File: src/rtl/chnlnk_frame_rcvr.sv
// Channel-link frame receiver: sequence, length and CRC-16 checks, sample write-out, frame/event status.
// Optional macro CHNLNK_RX_ERRCNT_EN adds a saturating error counter on port ERR_CNT.
module chnlnk_frame_rcvr #(
  parameter int DW    = 16,
  parameter int NSAMP = 96,
  parameter int NTAIL = 4
) (
  input  logic          CLK,
  input  logic          RST_N,
  input  logic          VALID_IN,
  input  logic [6:0]    SEQ_IN,
  input  logic [DW-1:0] DIN,
  input  logic          LAST_WRD_IN,
  output logic          WE,
  output logic [6:0]    WADDR,
  output logic [DW-1:0] WDATA,
  output logic          FRM_DONE,
  output logic          FRM_ERR,
  output logic          SEQ_ERR,
  output logic          TRUNC_ERR,
  output logic          CRC_ERR,
  output logic          EVT_DONE,
  output logic [15:0]   FRM_CNT
`ifdef CHNLNK_RX_ERRCNT_EN
  ,
  output logic [15:0]   ERR_CNT
`endif
);

  localparam logic [6:0] LAST_SEQ  = 7'(NSAMP + NTAIL - 1);
  localparam logic [6:0] LAST_SAMP = 7'(NSAMP - 1);

  typedef enum logic [1:0] {ST_IDLE, ST_DATA, ST_TAIL, ST_POST} state_t;

  // CRC-16-CCITT (0x1021), one 16-bit word folded in MSB first.
  function automatic logic [15:0] crc16_upd(input logic [15:0] crc, input logic [15:0] data);
    logic [15:0] c;
    c = crc;
    for (int i = 15; i >= 0; i--) begin
      if (c[15] ^ data[i]) c = {c[14:0], 1'b0} ^ 16'h1021;
      else                 c = {c[14:0], 1'b0};
    end
    return c;
  endfunction

  state_t        state_r, state_s;
  logic [6:0]    seq_exp_r, seq_exp_s;
  logic [15:0]   crc_r, crc_s, crc_start_s;
  logic          disc_r, disc_s;
  logic          good_r, good_s;
  logic          we_s, frm_done_s, frm_err_s, seq_err_s, trunc_s, crc_err_s, evt_s;
  logic [6:0]    waddr_s;
  logic [DW-1:0] wdata_s;
  logic [15:0]   cnt_s;

  // Next-state, datapath and status-pulse decode for the sampled link word.
  always_comb begin
    state_s     = state_r;
    seq_exp_s   = seq_exp_r;
    crc_s       = crc_r;
    disc_s      = disc_r;
    good_s      = good_r;
    we_s        = 1'b0;
    frm_done_s  = 1'b0;
    frm_err_s   = 1'b0;
    seq_err_s   = 1'b0;
    trunc_s     = 1'b0;
    crc_err_s   = 1'b0;
    evt_s       = 1'b0;
    cnt_s       = FRM_CNT;
    crc_start_s = crc16_upd(16'hFFFF, DIN[15:0]);
    case (state_r)
      ST_IDLE, ST_POST: begin
        evt_s   = (state_r == ST_POST) && LAST_WRD_IN && good_r;
        good_s  = 1'b0;
        state_s = ST_IDLE;
        if (VALID_IN && (SEQ_IN == 7'd0)) begin
          we_s      = 1'b1;
          crc_s     = crc_start_s;
          seq_exp_s = 7'd1;
          disc_s    = 1'b0;
          state_s   = (LAST_SAMP == 7'd0) ? ST_TAIL : ST_DATA;
        end else if (VALID_IN) begin
          // only the first word of a run of discards is reported
          seq_err_s = ~disc_r;
          disc_s    = 1'b1;
        end else begin
          disc_s    = 1'b0;
        end
      end
      ST_DATA, ST_TAIL: begin
        disc_s = 1'b0;
        if (!VALID_IN) begin
          trunc_s    = 1'b1;
          frm_done_s = 1'b1;
          frm_err_s  = 1'b1;
          state_s    = ST_IDLE;
        end else if (SEQ_IN != seq_exp_r) begin
          seq_err_s  = 1'b1;
          frm_done_s = 1'b1;
          frm_err_s  = 1'b1;
          // expected SEQ is never 0 here, so a SEQ 0 word always restarts
          if (SEQ_IN == 7'd0) begin
            we_s      = 1'b1;
            crc_s     = crc_start_s;
            seq_exp_s = 7'd1;
            state_s   = (LAST_SAMP == 7'd0) ? ST_TAIL : ST_DATA;
          end else begin
            state_s   = ST_IDLE;
          end
        end else if (state_r == ST_DATA) begin
          we_s      = 1'b1;
          crc_s     = crc16_upd(crc_r, DIN[15:0]);
          seq_exp_s = seq_exp_r + 7'd1;
          state_s   = (seq_exp_r == LAST_SAMP) ? ST_TAIL : ST_DATA;
        end else if (seq_exp_r == LAST_SEQ) begin
          frm_done_s = 1'b1;
          crc_err_s  = (DIN[15:0] != crc_r);
          frm_err_s  = crc_err_s;
          good_s     = ~crc_err_s;
          cnt_s      = crc_err_s ? FRM_CNT : FRM_CNT + 16'd1;
          state_s    = ST_POST;
        end else begin
          crc_s     = crc16_upd(crc_r, DIN[15:0]);
          seq_exp_s = seq_exp_r + 7'd1;
        end
      end
      default: begin
        state_s = ST_IDLE;
      end
    endcase
    waddr_s = we_s ? SEQ_IN : 7'd0;
    wdata_s = we_s ? DIN : {DW{1'b0}};
  end

  // State and registered outputs; synchronous active-low reset.
  always_ff @(posedge CLK) begin
    if (!RST_N) begin
      state_r   <= ST_IDLE;
      seq_exp_r <= 7'd0;
      crc_r     <= 16'hFFFF;
      disc_r    <= 1'b0;
      good_r    <= 1'b0;
      WE        <= 1'b0;
      WADDR     <= 7'd0;
      WDATA     <= {DW{1'b0}};
      FRM_DONE  <= 1'b0;
      FRM_ERR   <= 1'b0;
      SEQ_ERR   <= 1'b0;
      TRUNC_ERR <= 1'b0;
      CRC_ERR   <= 1'b0;
      EVT_DONE  <= 1'b0;
      FRM_CNT   <= 16'd0;
    end else begin
      state_r   <= state_s;
      seq_exp_r <= seq_exp_s;
      crc_r     <= crc_s;
      disc_r    <= disc_s;
      good_r    <= good_s;
      WE        <= we_s;
      WADDR     <= waddr_s;
      WDATA     <= wdata_s;
      FRM_DONE  <= frm_done_s;
      FRM_ERR   <= frm_err_s;
      SEQ_ERR   <= seq_err_s;
      TRUNC_ERR <= trunc_s;
      CRC_ERR   <= crc_err_s;
      EVT_DONE  <= evt_s;
      FRM_CNT   <= cnt_s;
    end
  end

`ifdef CHNLNK_RX_ERRCNT_EN
  logic err_inc_s;
  // a SEQ_ERR without FRM_DONE is exactly the start of an idle discard run
  assign err_inc_s = (frm_done_s & frm_err_s) | (seq_err_s & ~frm_done_s);

  // Saturating count of errored frames and discard runs.
  always_ff @(posedge CLK) begin
    if (!RST_N) begin
      ERR_CNT <= 16'd0;
    end else if (err_inc_s && (ERR_CNT != 16'hFFFF)) begin
      ERR_CNT <= ERR_CNT + 16'd1;
    end else begin
      ERR_CNT <= ERR_CNT;
    end
  end
`endif

endmodule
File: config.mk
export PLATFORM = sky130hd
export DESIGN_NAME = chnlnk_frame_rcvr
export DESIGN_NICKNAME = d
export VERILOG_FILES = /design/src/rtl/chnlnk_frame_rcvr.sv
export SDC_FILE = /design/constraint.sdc
export NUM_CORES = 1
export LEC_CHECK = 0
export CORE_ASPECT_RATIO = 1.4
export CORE_MARGIN = 10
export CORE_UTILIZATION = 57
export DETAILED_ROUTE_END_ITERATION = 8
export PLACE_DENSITY = 0.86
export SLEW_MARGIN = 20
export SYNTH_ARGS = -nofsm -noshare
export SYNTH_HDL_FRONTEND = slang
export SYNTH_SLANG_ARGS = --single-unit
File: constraint.sdc
create_clock -name CLK -period 4.5 [get_ports CLK]
set_input_delay 0.675 -clock CLK [delete_from_list [all_inputs] [get_ports CLK]]
set_output_delay 0.675 -clock CLK [all_outputs]
set_load 0.01 [all_outputs]
==> key figures <==
Run status
  • Status: finished, final reports clean

Final layout
  • Multi-input gate area in the final layout: 2340 sq um
  • Finished Core Util: roughly three quarters
  • Fillers: ~500
  • Diode count: 0
  • Final instance area: 4960 sq um
  • Layout cell share with drive strength beyond 1: 5.42%
  • Area growth, synth to finish: 25.2%
  • Non-Filler Instances: 590
  • Nets: 525
  • Reg area: 1460 sq um

Logic synthesis
  • Post-synth EDFFs: 0
  • Post-synth cell types: 47
  • Synthesis Warnings: 0
  • Syn_area_per_cell: ~9.2 sq um
  • Post-synthesis register bit count: 73
  • Syn_nets: approximately 460
  • Mapped Cells: roughly 430
  • Main flop type after synthesis: dfxtp_1
  • Top cell type's share of synthesized area: 36.9%
  • Post-Syn Area: 3960 sq um
  • Sequential cell area fraction in the yosys report: 36.9%
  • Area contributors post-synth: dfxtp_1 (37%), xnor2_1 (15%), xor2_1 (6.6%)
  • Async SR Flop Fraction: 0%
  • Most area-hungry cell type in the Yosys netlist: dfxtp_1

Worst setup path
  • Crit end category: flip-flop
  • Critical path launch point type: primary input
  • Reg2Reg Capture Point: crc_r[14]
  • CP Data Required Time: 4770 ps
  • Worst R2R Path Depth: 8
  • Setup CP Type: in -> reg
  • Crit path DAT: 3950 ps
  • Flop2flop setup slack: 1250 ps
  • Worst R2R Start: state_r[1]
  • Worst-path maximum fanout: 27

Routing
  • # DRC: 0
  • Drt total wl: between 10000 and 15000 um
  • DR vias: 3329
  • Via/cell ratio: around 5.6
  • 1st-pass router iterations: 4
  • Routed len/inst: between 15 and 20 um
  • Final ANT Viol Nets: 0
  • Detailed router's first-iteration violation count: 190

Die
  • Die Height: 119 um
  • Starting Density: between 50% and 60%
  • I/O pin count: 73
  • Core Area: 6660 sq um
  • Die area: between 10000 and 15000 sq um
  • Core Rows: 35
  • Die Wd: 90.5 um

Clock tree
  • Postcts setup bufs: 0
  • Cts repair resizes: 0
  • CTS Buf Count: 9
  • Clock sinks: 73
  • Clk slew on worst S/H paths: 70 ps
  • Clk Latency, worst-skew pair: 350 ps
  • Root Driver: clkbuf_8
  • Longest Clk Path Bufs: 2
  • Htree depth: 3
  • Hold Buf Count CTS: 0
  • CTS tree: done

Timing
  • RSZ-0062 raised after global routing: no
  • Slew HR: 28.7%
  • Fin crit period: 3670 ps
  • Actual transition at the worst max-transition pin: between 1000 and 1500 ps
  • Final Hold Vio Count: 0
  • Period utilisation layout: between 80% and 90%
  • Setup TNS Final: 0 ps
  • F_max: 0.272 GHz
  • Slew Limit Fails: 0
  • Clk_skew: 9.48 ps
  • Setup violations, final: 0

Placement
  • Post-DP HPWL: 7270 um
  • Port-buffer cells: 72
  • Placed cell areas: 4720 sq um
  • Dpl cells: around 580
  • GPL Wtd Cong: 0.921

Power
  • Sw Share: 25.2%
  • Seq pwr share: 42.8%
  • Cell-internal power: between 1 and 1.5 mW
  • Leak: 1.83 nW
  • Clock power share: 41.1%
  • Logic gate share of total power: 16.1%
  • Net Sw Power: 382 uW
  • VDD IR max: 0.267 mV
  • Power per Cell Area: 306 nW/um^2

Min path
  • Hold Crit Class: reg -> reg
  • Hold Path End: EVT_DONE
  • Hold Crit Depth: 2
  • Min-delay src: good_r

Global route
  • Total grt overflow: 0
  • Largest net degree at the start of global routing: 28
  • GRT Util Overall: 18.0%
  • Vias in the first global route: 3338
  • First-pass GRT wire length: 16200 um
  • Initial antenna violation count: 0

Job
  • Max Cap Viol: 0
## routing by layer
layer / track usage (%) / wire length (um) / part of all wire [%] / vias to the layer above
met3: 4.37 / 605 / 6.0 / 16
met2: 33.9 / 5490 / 54 / 105
met5: 0 / 0 / 0 / -
met4: 6.79 / 175 / 1.7 / 0
met1: 18.6 / 3860 / 38 / 1586
li1: - / - / - / 1622
## power groups by stage
stage / Sequential [mW] / Combinational, mW / Clock [mW]
global route: 0.648 / 0.262 / 0.660
global placement: 0.663 / 0.234 / 0
finish: 0.648 / 0.245 / 0.623
detailed placement: 0.663 / 0.239 / 0
CTS: 0.648 / 0.242 / 0.633
floorplan: 0.664 / 0.179 / 0
## cells in the mapped netlist, drive strengths merged, types with 3 or more instances
| library cell | instances |
|---|---|
| a221o | 5 |
| inv | 9 |
| xnor3 | 4 |
| nand4 | 7 |
| o311ai | 10 |
| nor3 | 4 |
| or3 | 3 |
| nor2 | 23 |
| nand3 | 9 |
| nor4 | 9 |
| or4 | 6 |
| buf | 9 |
| dfxtp | 73 |
| nand2 | 41 |
| clkbuf | 18 |
| o21ai | 9 |
| mux2i | 6 |
| nand2b | 10 |
| and2 | 24 |
| xor2 | 30 |
| o41ai | 7 |
| a221oi | 4 |
| xnor2 | 69 |
| a21oi | 13 |
| ha | 4 |
| o31ai | 4 |
## state kept, by name, indices dropped and copies added, names as in the netlist
signal and cells:
WE 1, state_r 2, disc_r 1, FRM_CNT 16
WDATA 16, CRC_ERR 1, EVT_DONE 1, WADDR 7
FRM_DONE 1, FRM_ERR 1, seq_exp_r 7, good_r 1
crc_r 16, TRUNC_ERR 1, SEQ_ERR 1
## metrics by stage
step           power (mW)  setup WS (ps)  hold slack [ps]
6_report             1.52            826              461
2_1_floorplan       0.843           1550              425
4_1_cts              1.52            827              459
5_1_grt              1.57            682              488
3_3_place_gp        0.898            619              436
3_5_place_dp        0.903            506              444
## how the worst max path moves through the flow
stage,depth (start not counted),endpoint,startpoint
CTS,7,FRM_CNT[5],DIN[9]
global placement,7,FRM_CNT[5],DIN[15]
global route,7,FRM_CNT[8],DIN[9]
detailed placement,7,FRM_CNT[5],DIN[9]
finish,7,FRM_CNT[5],DIN[9]
floorplan,9,FRM_CNT[14],DIN[15]
## worst max-delay path, stage by stage
cell	delay, ps
clkdlybuf4s50_1	540
xnor2_1	420
nand2_1	90
or4_1	540
or4_1	930
or4_1	600
a21oi_1	140
## kinds of logic (layout without fill, tap and decap cells)
family                   Yosys count  count (layout)  synth area share [%]
AND/OR/NAND/NOR                  146             146                  19.3
flip-flops                        73              73                  36.9
AO/OA/AOI/OAI                     63              63                  11.7
buffers and inverters             36             102                  4.01
adder cells (fa/ha/maj)            4               4                  1.26
multiplexers                       6               6                  1.52
XOR/XNOR                         104             104                  25.3
## layout by cell type, fill, tap and decap left out, types with 10 or more instances in the layout
| master | instances |
|---|---|
| dfxtp_1 | 73 |
| clkdlybuf4s50_1 | 72 |
| nand2b_1 | 10 |
| and2_1 | 23 |
| nor2_1 | 22 |
| nand2_1 | 41 |
| xnor2_1 | 66 |
| a21oi_1 | 13 |
| xor2_1 | 30 |
## area by class of cell
type / instances / share of cell area, %
clock inverters: 6 / 2.32
flip-flops and latches: 73 / 29.5
repair buffers: 78 / 15.4
multi-input cells: 323 / 47.3
well taps: 92 / 2.32
clock buffers: 9 / 2.50
inverters: 9 / 0.681
(Power assumes the default switching activity.)
